$ cat config.mk
export PLATFORM = sky130hd
export DESIGN_NAME = cnn_frame_sequencer
export DESIGN_NICKNAME = d
export VERILOG_FILES = /design/src/rtl/cnn_frame_sequencer.sv
export SDC_FILE = /design/constraint.sdc
export NUM_CORES = 1
export LEC_CHECK = 0
export ABC_AREA = 1
export BUFFER_PORTS_ARGS = -buffer_cell sky130_fd_sc_hd__buf_4
export CAP_MARGIN = 20
export CORE_UTILIZATION = 50
export CTS_CLUSTER_SIZE = 10
export DETAILED_ROUTE_END_ITERATION = 16
export HOLD_SLACK_MARGIN = 0.12
export PLACE_DENSITY_LB_ADDON = 0.12
export SETUP_SLACK_MARGIN = 0.02
export SYNTH_ARGS = -nofsm -noshare
export SYNTH_HDL_FRONTEND = slang
export SYNTH_SLANG_ARGS = --single-unit
$ cat constraint.sdc
create_clock -name clk -period 3.57 [get_ports clk]
set_input_delay 0.714 -clock clk [delete_from_list [all_inputs] [get_ports clk]]
set_output_delay 0.714 -clock clk [all_outputs]
set_load 0.02 [all_outputs]
$ cat src/rtl/cnn_frame_sequencer.sv
// Frame-level scheduler: loads one frame from the pixel FIFO, then starts each CNN layer in order.
// Each start waits for the previous layer's done pulse. A per-stage watchdog and out-of-order detection raise a sticky error.
module cnn_frame_sequencer #(
    parameter int H          = 24,
    parameter int W          = 24,
    parameter int D          = 1,
    parameter int NUM_STAGES = 8,
    parameter int TIMEOUT    = 65535,
    parameter int CNT_W      = 32
) (
    input  logic                  clk,
    input  logic                  reset,
    input  logic                  start_i,
    input  logic                  clear_i,
    input  logic                  fifo_empty_i,
    output logic                  fifo_ren_o,
    output logic                  pix_valid_o,
    output logic [NUM_STAGES-1:0] layer_start_o,
    input  logic [NUM_STAGES-1:0] stage_done_i,
    output logic                  busy_o,
    output logic                  frame_done_o,
    output logic                  error_o,
    output logic [7:0]            err_stage_o,
    output logic [CNT_W-1:0]      cycle_count_o
);
    localparam int         PIXELS   = H * W * D;
    localparam int         RD_W     = $clog2(PIXELS + 1);
    localparam int         WD_W     = 20;
    localparam logic [7:0] LAST_IDX = 8'(NUM_STAGES - 1);

    typedef enum logic [2:0] {IDLE, LOAD, RUN, DONE, ERR} state_t;

    state_t                state, state_next;
    logic [RD_W-1:0]       rd_cnt;
    logic [WD_W-1:0]       wd_cnt;
    logic [7:0]            idx;
    logic                  launch;
    logic                  pix_valid;
    logic [CNT_W-1:0]      cycle_cnt;
    logic [7:0]            err_stage;

    logic                  ren, load_done, done_hit, wrong_done, wd_fault;
    logic [NUM_STAGES-1:0] idx_mask;

    // launch marks the start-pulse cycle of a stage; a done seen in that same cycle is ignored.
    always_comb begin
        // NOTE: every combinational output gets a default first so no path can infer a latch.
        wrong_done = 1'b0;
        idx_mask   = NUM_STAGES'(1) << idx;
        ren        = (state == LOAD) && !fifo_empty_i && (rd_cnt < RD_W'(PIXELS));
        load_done  = (state == LOAD) && pix_valid && (rd_cnt == RD_W'(PIXELS));
        done_hit   = (state == RUN) && !launch && ((stage_done_i & idx_mask) != '0);
        case (state)
            IDLE, LOAD: wrong_done = |stage_done_i;
            RUN:        wrong_done = (stage_done_i & ~idx_mask) != '0;
            default:    wrong_done = 1'b0;
        endcase
        wd_fault = (wd_cnt == WD_W'(TIMEOUT - 1)) &&
                   (((state == LOAD) && !ren && !load_done) || ((state == RUN) && !done_hit));
    end

    always_ff @(posedge clk) begin
        if (reset) state <= IDLE;
        else       state <= state_next;
    end

    always_comb begin
        state_next = state;
        case (state)
            IDLE: if (wrong_done) state_next = ERR;
                  else if (start_i) state_next = LOAD;
            LOAD: if (wrong_done) state_next = ERR;
                  else if (load_done) state_next = RUN;
                  else if (wd_fault) state_next = ERR;
            RUN:  if (wrong_done) state_next = ERR;
                  else if (done_hit) state_next = (idx == LAST_IDX) ? DONE : RUN;
                  else if (wd_fault) state_next = ERR;
            DONE: state_next = IDLE;
            ERR:  if (clear_i) state_next = IDLE;
            default: state_next = IDLE;
        endcase
    end

    always_ff @(posedge clk) begin
        if (reset) begin
            rd_cnt    <= '0;
            wd_cnt    <= '0;
            idx       <= '0;
            launch    <= 1'b0;
            pix_valid <= 1'b0;
            cycle_cnt <= '0;
            err_stage <= 8'hFF;
        end else begin
            // NOTE: sequential state uses non-blocking assignments so every register sees pre-edge values.
            pix_valid <= ren;
            launch    <= 1'b0;
            case (state)
                IDLE: if (state_next == LOAD) begin
                    rd_cnt    <= '0;
                    wd_cnt    <= '0;
                    cycle_cnt <= '0;
                end
                LOAD: begin
                    if (ren) rd_cnt <= rd_cnt + RD_W'(1);
                    wd_cnt <= ren ? '0 : wd_cnt + WD_W'(1);
                    if (cycle_cnt != '1) cycle_cnt <= cycle_cnt + CNT_W'(1);
                    if (state_next == RUN) begin
                        idx    <= '0;
                        launch <= 1'b1;
                        wd_cnt <= '0;
                    end
                end
                RUN: begin
                    if (cycle_cnt != '1) cycle_cnt <= cycle_cnt + CNT_W'(1);
                    if (done_hit && idx != LAST_IDX) begin
                        idx    <= idx + 8'd1;
                        launch <= 1'b1;
                        wd_cnt <= '0;
                    end else begin
                        wd_cnt <= wd_cnt + WD_W'(1);
                    end
                end
                default: ;
            endcase
            // Faults outside RUN are attributed to the load phase (0xFF).
            if (state_next == ERR && state != ERR) err_stage <= (state == RUN) ? idx : 8'hFF;
            else if (state == ERR && clear_i)      err_stage <= 8'hFF;
        end
    end

    always_comb begin
        fifo_ren_o    = ren;
        pix_valid_o   = pix_valid;
        layer_start_o = '0;
        if (state == RUN && launch) layer_start_o = idx_mask;
        busy_o        = (state == LOAD) || (state == RUN);
        frame_done_o  = (state == DONE);
        error_o       = (state == ERR);
        err_stage_o   = err_stage;
        cycle_count_o = cycle_cnt;
    end
endmodule

==> flow_metrics.tcl <==
set metrics [dict create \
    yosysTopAreaCell "dfxtp_1" \
    die_w_um 102 \
    async_reset_ff_frac 0 \
    grt_pass1_wl_um 20700 \
    worst_slew_pin_slew_ns 0.725 \
    areaGrowthSynthToFinish_pct 14.6 \
    status "completed" \
    cts_resized 0 \
    fillers 1008 \
    max_freq_mhz 366 \
    synth.area.top_cells "dfxtp_1, nand2_1, nor2_1, a21oi_1, nand3_1" \
    die_y_um 102 \
    ys_types 38 \
    synth_area_per_cell_um2 6.55 \
    totalWireLength_um 12500 \
    h-tree-depth 3 \
    hp-class "flop to flop" \
    synth_top_area_frac 0.329 \
    cts_buffers 9 \
    numClockSinks 83 \
    cp-end-kind "flop" \
    drcViolationCount 0 \
    critical_path_class "flop to flop" \
    final-hold-violation-count 0 \
    drt_iter0_markers 289 \
    insertion_delay_ns 0.37 \
    drtAntennaViolNets 0 \
    cts_hold_buf 0 \
    synth-edff-count 0 \
    max_cap_violations 0 \
    whs_ns 0.471 \
    fin_setup_tns_ns 0 \
    final_nets 847 \
    gp_congestion 0.908 \
    row_count 36 \
    track_usage 0.247 \
    grt_pass1_vias 4522 \
    fin_crit_sh 0.766 \
    critical_path.max_fanout 30 \
    drv_slew 0 \
    viasPerCell 5.31 \
    antenna_found_initial 0 \
    port_buffers 65 \
    required_ns 3.85 \
    antenna_cells 0 \
    cts_tree "done" \
    post-cts-setup-buffers 0 \
    dr.pass1.iters 5 \
    core_area_mm2 0.00977 \
    fin_crit_ns 2.73 \
    dp_hpwl_um 9050 \
    peakVddDrop_mv 0.189 \
    drive_above_1_share 0.146 \
    avgRoutedWirePerCell_um 13.0 \
    synth_commonest_cells "nand2_1, nor2_1, dfxtp_1" \
    ys_ff_latch 83 \
    grt_max_degree 68 \
    synthesis.nets 789 \
    p_leak_nw 2.10 \
    start_kind "flop" \
    setup_viol 0 \
    cp.arrival_ns 3.02 \
    grt_overflow 0 \
    yosysWarnings 0 \
    cts_buffer_depth 2 \
    synthCells 770 \
    dieArea_mm2 0.0105 \
    synth_most_common_cell "nand2_1" \
    slew_headroom 0.517 \
    pin_count 66 \
    synthFlopType "dfxtp_1" \
    grt_setup_unrepaired "false" \
    ys_seq_area_frac 0.329 \
    cts.clk_slew.worst_paths_ns 0.08 \
    powerDensity_mw_per_mm2 301 \
    num_vias 5128 \
    clock-root-buffer "clkbuf_8" \
    syn_area_mm2 0.00504 \
    start_util 0.516 \
    skew_ns 0.0142 \
]
[worst paths after layout]
path | depth (start not counted) | startpoint | slack (ns) | endpoint
setup / recovery | 13 | state[2] | 0.84 | cycle_count_o[2]
hold / removal | 2 | wd_cnt[18] | 0.47 | wd_cnt[18]
setup reg to reg | 13 | state[2] | 0.84 | cycle_count_o[2]
hold reg to reg | 2 | wd_cnt[18] | 0.47 | wd_cnt[18]
[per-layer routing]
layer,share of wire,wire length (um),track usage,vias up
met5,0,0,0,-
met4,0.011,141,0.0846,0
met3,0.040,503,0.0328,9
met2,0.47,5870,0.413,126
met1,0.48,6010,0.325,2348
li1,-,-,-,2645
[placed cells by master, fill, tap and decap left out, types with 2 or more instances in the layout]
cell        synthesis  routed
nand2_1           210     210
nor2_1             90      90
dfxtp_1            83      83
buf_4               4      71
inv_1              67      67
a21oi_1            64      64
nand3_1            62      62
nor3_1             26      26
xor2_1             26      26
nand4_1            21      21
nor4_1             16      16
xnor2_1            11      11
clkbuf_8            0       9
o21ai_0             8       8
o22ai_1             8       8
nor2_2              7       7
nand2_2             6       6
or2_2               6       6
ha_1                6       6
nand3_2             4       4
inv_2               3       3
o21ai_1             3       3
nand3b_1            3       3
nor3_2              2       2
o21ai_2             2       2
clkinv_2            1       2
a22oi_1             2       2
nor3b_1             2       2
clkinv_4            0       2
clkinvlp_4          0       2
[stage by stage]
stage,util,setup slack [ns],total power (W),std cells,area (um2)
2_1_floorplan,-,1.41,0.00103,770,5040
4_1_cts,0.592,0.853,0.00176,966,5780
6_report,0.592,0.836,0.00174,966,5780
5_1_grt,0.592,0.620,0.00181,966,5780
3_3_place_gp,0.571,0.968,0.00106,950,5580
3_5_place_dp,0.571,0.858,0.00106,950,5580
[cells by family (layout without fill, tap and decap cells)]
| group | after synthesis | after routing | synth area share |
|---|---|---|---|
| AO/OA/AOI/OAI | 89 | 89 | 0.0943 |
| XOR/XNOR | 37 | 37 | 0.0643 |
| adder cells (fa/ha/maj) | 6 | 6 | 0.0149 |
| buffers and inverters | 96 | 159 | 0.0858 |
| flip-flops | 83 | 83 | 0.329 |
| AND/OR/NAND/NOR | 459 | 459 | 0.411 |
[layout make-up]
cell class              count  area [um2]  share of cell area
clock buffers               9         124              0.0214
clock inverters             7        76.3              0.0132
inverters                  72         272              0.0470
multi-input cells         591        2950               0.510
flip-flops and latches     83        1660               0.287
well taps                 133         166              0.0288
repair buffers             71         533              0.0922
[state kept, by name, summed over array words and instances (netlist names)]
signal / cells
cycle_count_o: 32
wd_cnt: 20
rd_cnt: 10
err_stage_o: 8
idx: 8
state: 3
launch: 1
pix_valid_o: 1
[power by group]
group / leakage [nW] / internal, W / switching, W / total, W
sequential: 0.669 / 0.000928 / 0.00000346 / 0.000932
combinational: 1.34 / 0.0000291 / 0.0000784 / 0.000107
clock: 0.0958 / 0.000327 / 0.000376 / 0.000703
[worst max-delay path: stages, from the launching register on]
cell and delay [ns]:
dfxtp_1 0.36, nor2_2 0.26, inv_2 0.08, nor2_4 0.13, inv_2 0.13, nand2_1 0.10, inv_1 0.29, nor4_1 0.28
nand2_1 0.08, buf_4 0.21, nand2_1 0.09, buf_4 0.31, nand2_1 0.14, a22oi_1 0.17
Power figures use the tool's default switching activity.
